**src/rtl/fc_pkg.sv**
```systemverilog
// Shared types and default sizing for the fully-connected classifier.
// Holds the sequencer state enum and default dimension constants.
package fc_pkg;

    typedef enum logic [1:0] {
        IDLE,
        BIAS,
        MAC,
        EMIT
    } fc_state_t;

    localparam int FC_IN_DIM  = 120;
    localparam int FC_OUT_DIM = 10;
    localparam int FC_DW      = 16;
    localparam int FC_FRAC    = 8;

endpackage

```
**src/rtl/fc_argmax.sv**
```systemverilog
// Running signed max/index tracker; ties keep the earlier (lower) index.
// Ports: clear (treat value as first), update, value, index -> best_val/best_idx.
module fc_argmax #(
    parameter int DW = 16,
    parameter int NW = 4
) (
    input  logic                 clk,
    input  logic                 rst_n,
    input  logic                 clear,
    input  logic                 update,
    input  logic signed [DW-1:0] value,
    input  logic [NW-1:0]        index,
    output logic signed [DW-1:0] best_val,
    output logic [NW-1:0]        best_idx
);

    logic signed [DW-1:0] run_val;
    logic [NW-1:0]        run_idx;
    logic                 take;

    // Strict compare so an equal later value never displaces the holder.
    assign take     = clear || (value > run_val);
    assign best_val = take ? value : run_val;
    assign best_idx = take ? index : run_idx;

    always_ff @(posedge clk or negedge rst_n) begin
        if (!rst_n) begin
            run_val <= '0;
            run_idx <= '0;
        end else if (update) begin
            run_val <= best_val;
            run_idx <= best_idx;
        end
    end

endmodule

```
**src/rtl/fc_seq_classifier.sv**
```systemverilog
// Sequential FC layer + argmax: streams bias/weights per neuron, one MAC per beat.
// Ports: x_we/x_addr/x_data load, start/busy, w_* stream, y_* results,
// done/classified/max_val. Define FC_RELU_EN to clamp negative outputs to 0.
module fc_seq_classifier
    import fc_pkg::*;
#(
    parameter int IN_DIM  = FC_IN_DIM,
    parameter int OUT_DIM = FC_OUT_DIM,
    parameter int DW      = FC_DW,
    parameter int FRAC    = FC_FRAC,
    localparam int AW     = (IN_DIM > 1) ? $clog2(IN_DIM) : 1,
    localparam int NW     = $clog2(OUT_DIM)
) (
    input  logic          clk,
    input  logic          RST_n,
    input  logic          x_we,
    input  logic [AW-1:0] x_addr,
    input  logic [DW-1:0] x_data,
    input  logic          start,
    output logic          busy,
    input  logic          w_valid,
    output logic          w_ready,
    input  logic [DW-1:0] w_data,
    output logic          y_valid,
    output logic [NW-1:0] y_idx,
    output logic [DW-1:0] y_data,
    output logic          done,
    output logic [NW-1:0] classified,
    output logic [DW-1:0] max_val
);

    localparam int ACCW = 2 * DW + $clog2(IN_DIM + 1);

    fc_state_t state, state_nx;

    logic signed [DW-1:0]   x_buf [IN_DIM];
    logic [AW-1:0]          i_cnt;
    logic [NW-1:0]          n_cnt;
    logic signed [ACCW-1:0] acc;
    logic signed [ACCW-1:0] sh;
    logic signed [DW-1:0]   w_s;
    logic signed [2*DW-1:0] prod;
    logic signed [DW-1:0]   y_sat;
    logic signed [DW-1:0]   y_fin;
    logic signed [DW-1:0]   best_val;
    logic [NW-1:0]          best_idx;
    logic                   beat;
    logic                   last_i;
    logic                   last_n;

    assign w_s    = $signed(w_data);
    assign beat   = w_valid && w_ready;
    assign last_i = (32'(i_cnt) == IN_DIM - 1);
    assign last_n = (32'(n_cnt) == OUT_DIM - 1);
    assign prod   = x_buf[i_cnt] * w_s;

    assign busy    = (state != IDLE);
    assign w_ready = (state == BIAS) || (state == MAC);
    assign y_valid = (state == EMIT);
    assign y_idx   = n_cnt;
    assign y_data  = y_valid ? y_fin : '0;

    always_ff @(posedge clk or negedge RST_n) begin
        if (!RST_n) state <= IDLE;
        else        state <= state_nx;
    end

    always_comb begin
        state_nx = state;
        unique case (state)
            IDLE: if (start) state_nx = BIAS;
            BIAS: if (beat) state_nx = MAC;
            MAC:  if (beat && last_i) state_nx = EMIT;
            EMIT: state_nx = last_n ? IDLE : BIAS;
            default: state_nx = IDLE;
        endcase
    end

    // Input buffer survives reset so a vector can be reused across aborts.
    always_ff @(posedge clk) begin
        if (state == IDLE && x_we && 32'(x_addr) < IN_DIM)
            x_buf[x_addr] <= $signed(x_data);
    end

    always_ff @(posedge clk or negedge RST_n) begin
        if (!RST_n) begin
            i_cnt <= '0;
            n_cnt <= '0;
            acc   <= '0;
        end else begin
            unique case (state)
                IDLE: if (start) n_cnt <= '0;
                BIAS: if (beat) begin
                    acc   <= ACCW'(w_s) <<< FRAC;
                    i_cnt <= '0;
                end
                MAC: if (beat) begin
                    acc   <= acc + ACCW'(prod);
                    i_cnt <= i_cnt + 1'b1;
                end
                EMIT: if (!last_n) n_cnt <= n_cnt + 1'b1;
                default: ;
            endcase
        end
    end

    // Saturate when the bits above the DW-wide window disagree with its sign.
    assign sh = acc >>> FRAC;

    always_comb begin
        y_sat = sh[DW-1:0];
        if (!(&sh[ACCW-1:DW-1]) && (|sh[ACCW-1:DW-1]))
            y_sat = sh[ACCW-1] ? {1'b1, {(DW-1){1'b0}}}
                               : {1'b0, {(DW-1){1'b1}}};
    end

`ifdef FC_RELU_EN
    assign y_fin = y_sat[DW-1] ? '0 : y_sat;
`else
    assign y_fin = y_sat;
`endif

    fc_argmax #(
        .DW(DW),
        .NW(NW)
    ) u_argmax (
        .clk     (clk),
        .rst_n   (RST_n),
        .clear   (n_cnt == '0),
        .update  (y_valid),
        .value   (y_fin),
        .index   (n_cnt),
        .best_val(best_val),
        .best_idx(best_idx)
    );

    // Results latch with done and hold until the next completion.
    always_ff @(posedge clk or negedge RST_n) begin
        if (!RST_n) begin
            done       <= 1'b0;
            classified <= '0;
            max_val    <= '0;
        end else begin
            done <= y_valid && last_n;
            if (y_valid && last_n) begin
                classified <= best_idx;
                max_val    <= best_val;
            end
        end
    end

endmodule

```
**config.mk**
```make
export PLATFORM = sky130hd
export DESIGN_NAME = fc_seq_classifier
export DESIGN_NICKNAME = d
export VERILOG_FILES = /design/src/rtl/fc_pkg.sv /design/src/rtl/fc_argmax.sv /design/src/rtl/fc_seq_classifier.sv
export SDC_FILE = /design/constraint.sdc
export NUM_CORES = 2
export LEC_CHECK = 0
export CORE_ASPECT_RATIO = 1.5
export CORE_MARGIN = 2
export CORE_UTILIZATION = 66
export CTS_CLUSTER_DIAMETER = 40
export DETAILED_ROUTE_END_ITERATION = 6
export PLACE_DENSITY = 0.86
export SETUP_SLACK_MARGIN = 0.15
export SLEW_MARGIN = 20
export SYNTH_ARGS = -nofsm -noshare
export SYNTH_HDL_FRONTEND = slang
export SYNTH_SLANG_ARGS = --single-unit
```
**constraint.sdc**
```tcl
create_clock -name clk -period 17.71 [get_ports clk]
set_input_delay 1.771 -clock clk [delete_from_list [all_inputs] [get_ports clk]]
set_output_delay 1.771 -clock clk [all_outputs]
set_load 0.01 [all_outputs]
```
[Word level (Yosys, flattened, before mapping)]
Memory sizes are Yosys's and may differ from the RTL's.
Cells that the tools add are included.
Word-level totals
  bits in registers: 93
  memory bits (writable): 1920
  memories: 1
  bits of input ports: 44
  word-level logic and storage cells: 66
  output and inout bits: 44
Memories
  x_buf: depth 120, bits a word 16, read ports 1, clocked after Yosys merged registers in 0, wr ports 1, line fc_seq_classifier.sv:36  | logic signed [DW-1:0] x_buf [IN_DIM];
Operators by class
  $mul: 1
  reduce and logical (&&, ||, !) cells: 19
  equal/unequal tests: 10
  multiplexer cells: 21
  add/subtract/negate cells: 3
  order comparisons: 2
Operator list (number)
  39-bit two-way mux: 2
  39-bit one-hot mux with 2 select lines: 1
  16-bit two-way mux: 4
  39-bit by 32-bit adder with 39-bit output: 1
  16-bit by 16-bit multiplier with 32-bit output: 1
  16-bit greater-than comparator: 1
  16-bit AND reduction: 1
  16-bit OR reduction: 1
  7-bit two-way mux: 2
  7-bit one-hot mux with 2 select lines: 1
  4-bit two-way mux: 3
  3-bit AND reduction: 3
  2-bit inequality test (second input constant): 4
  2-bit one-hot mux with 4 select lines: 1
  4-bit one-hot mux with 2 select lines: 1
  7-bit by 1-bit adder with 7-bit output (second input constant): 1
  7-bit equality test (second input constant): 1
  7-bit < comparator (second input constant): 1
  1-bit logical AND: 6
  2-bit two-way mux: 3
  2-bit nonzero test: 3
  4-bit by 1-bit adder with 4-bit output (second input constant): 1
  2-bit equality test (second input constant): 2
  4-bit equality test (second input constant): 1
  7 further kinds: 10

[Longest topological paths before layout]
  word-level depth: 7
  mapped depth: 33
  gate-level depth less buffers: 28

[Modules after synthesis]
From an unflattened synthesis, not the netlist that was laid out.
Second synthesis, totals
  cells, all modules: 4693
  area total of the unflattened synthesis: 90677.0 um^2
By module, submodules not included
  fc_seq_classifier: cells each 4551, area an instance 89174.3 um^2, times used 1, sequential area each 59482.0 um^2
  fc_argmax: cells each 142, area an instance 1502.7 um^2, times used 1, sequential area each 500.5 um^2

[Least setup slack after synthesis]
Ideal clock, no wire load.
  path kind: register to register
  start: register i_cnt[1]
  end: register acc[37]
  clock period less this slack: 8.109 ns
  cell stages (with the launch flop): 30
  buffers on the path: 5
  library setup time: 0.099 ns
  setup slack: 9.601 ns
  data required time: 17.611 ns
  arrival: 8.009 ns
  cell sequence: dfrtp_1 -> buf_2 -> buf_2 -> buf_2 -> clkbuf_1 -> mux4_2 -> mux4_2 -> mux4_2 -> mux2_2 -> and2_1 -> fa_1 -> inv_1 -> fa_1 -> fa_1 -> inv_1 -> fa_1 -> fa_1 -> inv_1 -> fa_1 -> inv_1 -> ha_1 -> clkbuf_1 -> nand4_1 -> a21oi_1 -> o211ai_1 -> a31oi_1 -> a31oi_1 -> o21ai_0 -> nor4_1 -> a311oi_1
Between the ends
  longest elaborated chain between the ends: 5
RTL lines
  start, declared: line fc_seq_classifier.sv:37  | logic [AW-1:0] i_cnt;
  start signal, assigned: line fc_seq_classifier.sv:99  | i_cnt <= i_cnt + 1'b1;
  memory read 120 x 16 bit
  16-bit by 16-bit multiplier with 32-bit output: line fc_seq_classifier.sv:55  | assign prod = x_buf[i_cnt] * w_s;
  39-bit by 32-bit adder with 39-bit output: line fc_seq_classifier.sv:98  | acc <= acc + ACCW'(prod);
  39-bit two-way mux: line fc_seq_classifier.sv:97  | MAC: if (beat) begin
  39-bit one-hot mux with 2 select lines: line fc_seq_classifier.sv:91  | unique case (state)
  end signal, assigned: line fc_seq_classifier.sv:94  | acc <= ACCW'(w_s) <<< FRAC;
  end signal, assigned: line fc_seq_classifier.sv:98
  end, declared: line fc_seq_classifier.sv:39  | logic signed [ACCW-1:0] acc;
No other way between the ends. The select of a mux whose other input is x is not followed.
A chain may end at the register's enable or synchronous reset.

[Final worst setup path]
  start: register i_cnt[0]
  end: register acc[30]
Same word-level chain as after synthesis.

==> results.ini <==
[logic_synthesis]
synth_area_um2 = 90700
seq_area_frac_synth_pct = 66.2
synth_cell_types = 65
synth_largest_area_cell = edfxtp_1
syn-instance-count = 4722
ys.flop_type = edfxtp_1
synth_edf_count = 1920
netlist.area_leader.share_pct = 63.6
syn_nets = 5230
ys_warn_count = 0
ys_ff_latch = 2013
syn_area_per_cell_um2 = 19.2
synth-async-reset-ratio_pct = 4.62
ys_top_cells_by_area = edfxtp_1 64%, mux4_2 15%, fa_1 7.2%, dfrtp_1 2.6%, ha_1 1.9%

[clock_tree]
clock_latency_ns = 0.88
cts_inserted_buffers = 186
clock-sinks = 2013
cts_tree = built
clk_pin_slew_ns = 0.06
cts_resized = 0
clockRootBuffer = clkbuf_16
post_cts_buffers = 0
postCtsHoldBufs = 0
clockBufferDepth = 3
cts_max_level = 4

[timing]
hold_violations = 0
period_needed_ns = 11.20
timing.slew.headroom_pct = 11.9
period_share_pct = 63.2
setup_tns_ns = 0
setup_viol = 0
rsz0062_at_grt = false
finClkSkew_ns = 0.0652
drv_slew = 0
fmax_mhz = 89.3
worst_pin_slew_ns = 1.32

[place]
dp.final_hpwl_mm = 149
gp_congestion = 0.925
io_buffers = 87

[setup_path]
crit_path_max_incr_delay_ns = 0.88
worst_path_most_repeated_cell = fa_1
slowest_stage = buf_4
worstPathMaxFanout = 45
crit_type = reg2reg
critPathRequiredTime_ns = 18.48
arrival_ns = 11.97
startpoint = i_cnt[0]
worst_setup_path_end_kind = flip-flop
start_kind = flip-flop
reg2reg_from = i_cnt[0]

[flow_run]
maxCapViolations = 0

[floorplan]
die_h_um = 458
num_rows = 166
die-area_um2 = 140000
num_io_pins = 88
fp.coreArea_um2 = 136000
start_util_pct = 66.4
die_x_um = 307

[cells_and_area]
n_fill_cell = 6959
final_nets = 5456
final_cell_mix = 1,920 x edfxtp_1, 615 x mux4_2, 395 x inv_1
final_layout_size_suffix_gt1_share_pct = 22.5
area_delta_synth_final_pct = 10.6
final-seq-area_um2 = 60000
multi_input_area_um2 = 28200
final_common_cell = edfxtp_1

[detailed_routing]
routedWlPerCell_um = 38.1
drtIter0Drc = 7018
wirelength_mm = 262
via_per_inst = 7.22
ant_nets = 0
vias = 49600
drtPass1Iterations = 7
drt_drc_violations_left = 0

[grt]
grt_pass1_vias = 51400
grt_antenna_before_repair = 22
grt_use_total_pct = 38.3
grt_pass1_wl_mm = 373
grt-ovfl-total = 0
grt_max_degree = 136

[min_path]
hold_path.class = reg2reg
hold_path.startpoint = classified[2]

[status]
outcome = finished, final reports clean

==> per-stage QoR <==
stage | hold slack (ns) | std cells | setup WS, ns | util [%] | cell area (µm²)
6_report | 0.471 | 6872 | 6.51 | 73.5 | 100000
5_1_grt | 0.505 | 6867 | 6.03 | 73.5 | 100000
4_1_cts | 0.479 | 6863 | 6.58 | 73.4 | 100000
3_5_place_dp | 0.465 | 6523 | 6.68 | 68.9 | 94000
3_3_place_gp | 0.454 | 6523 | 6.86 | 68.9 | 94000
2_1_floorplan | 0.445 | 4722 | 9.60 | - | 90700
==> flip-flops by register name, indices dropped and copies added (netlist names) <==
name,cells
classified,4
done,1
state,2
u_argmax.run_val,16
x_buf,1920
max_val,16
i_cnt,7
y_idx,4
acc,39
u_argmax.run_idx,4
==> logic make-up after synthesis <==
group	share of synthesized area, %
simple gates	3.54
flops	66.2
compound gates	1.65
buf+inv	2.78
fa+ha+maj	9.10
mux	16.4
xor+xnor	0.357
==> synth_stat cells (4+ instances only) <==
library cell,instances
buf_6,10
buf_2,84
mux4_2,615
nand3b_1,4
edfxtp_1,1920
xor2_1,20
mux2i_4,10
inv_1,395
and2_1,53
nor3_1,9
a211oi_1,13
nor2_1,165
o211ai_1,5
dfrtp_1,93
a21o_1,20
xnor2_1,17
fa_1,326
a22oi_1,5
clkbuf_1,87
nor4_1,7
nand2b_1,75
mux2i_1,37
a22o_1,6
o21ai_0,92
buf_4,6
clkbuf_2,4
nand2_1,154
and3_1,6
nand4_1,14
o21a_1,4
nor2b_1,117
mux2_2,37
buf_1,28
a21oi_1,63
nand3_1,29
ha_1,138
a31oi_1,13
==> path summary, 6_finish.rpt <==
check                           cells past startpoint  slack [ns]             to
worst max register to register                     27        6.51        acc[30]
worst min register to register                      2        0.47  classified[2]
worst min-delay path                                2        0.47  classified[2]
worst max-delay path                               27        6.51        acc[30]
min in group asynchronous                           1        0.95    max_val[14]
max in group asynchronous                           2       15.60         acc[5]
==> worst max-delay path: cells and delay by family (launching register included) <==
kind | cells | cell delay, ns
adders and majority gates | 7 | 3.44
muxes | 4 | 2.51
AOI/OAI and AO/OA | 7 | 2.05
buffers and inverters | 6 | 1.80
DFF | 1 | 0.81
and+or+nand+nor | 2 | 0.27
xor gates and xnor gates | 1 | 0.15
==> final cells by class <==
type / count / share of cell area (%)
tap: 1764 / 2.20
inverter: 396 / 1.48
sequential: 2013 / 59.8
multi-input combinational: 2094 / 28.1
timing repair buffer: 257 / 2.18
antenna: 8 / 0.0200
clock buffer: 217 / 4.78
clock inverter: 123 / 1.38
==> metal layers <==
metal  routed length (µm)  track usage [%]
met4                26400             30.3
met2               132000             63.8
met3                26100             7.81
met5                  134                0
met1                77300             43.4
Power is left out: the tool's default activity adds up to more than one toggle a clock period on the data nets, which glitch-free logic cannot reach.
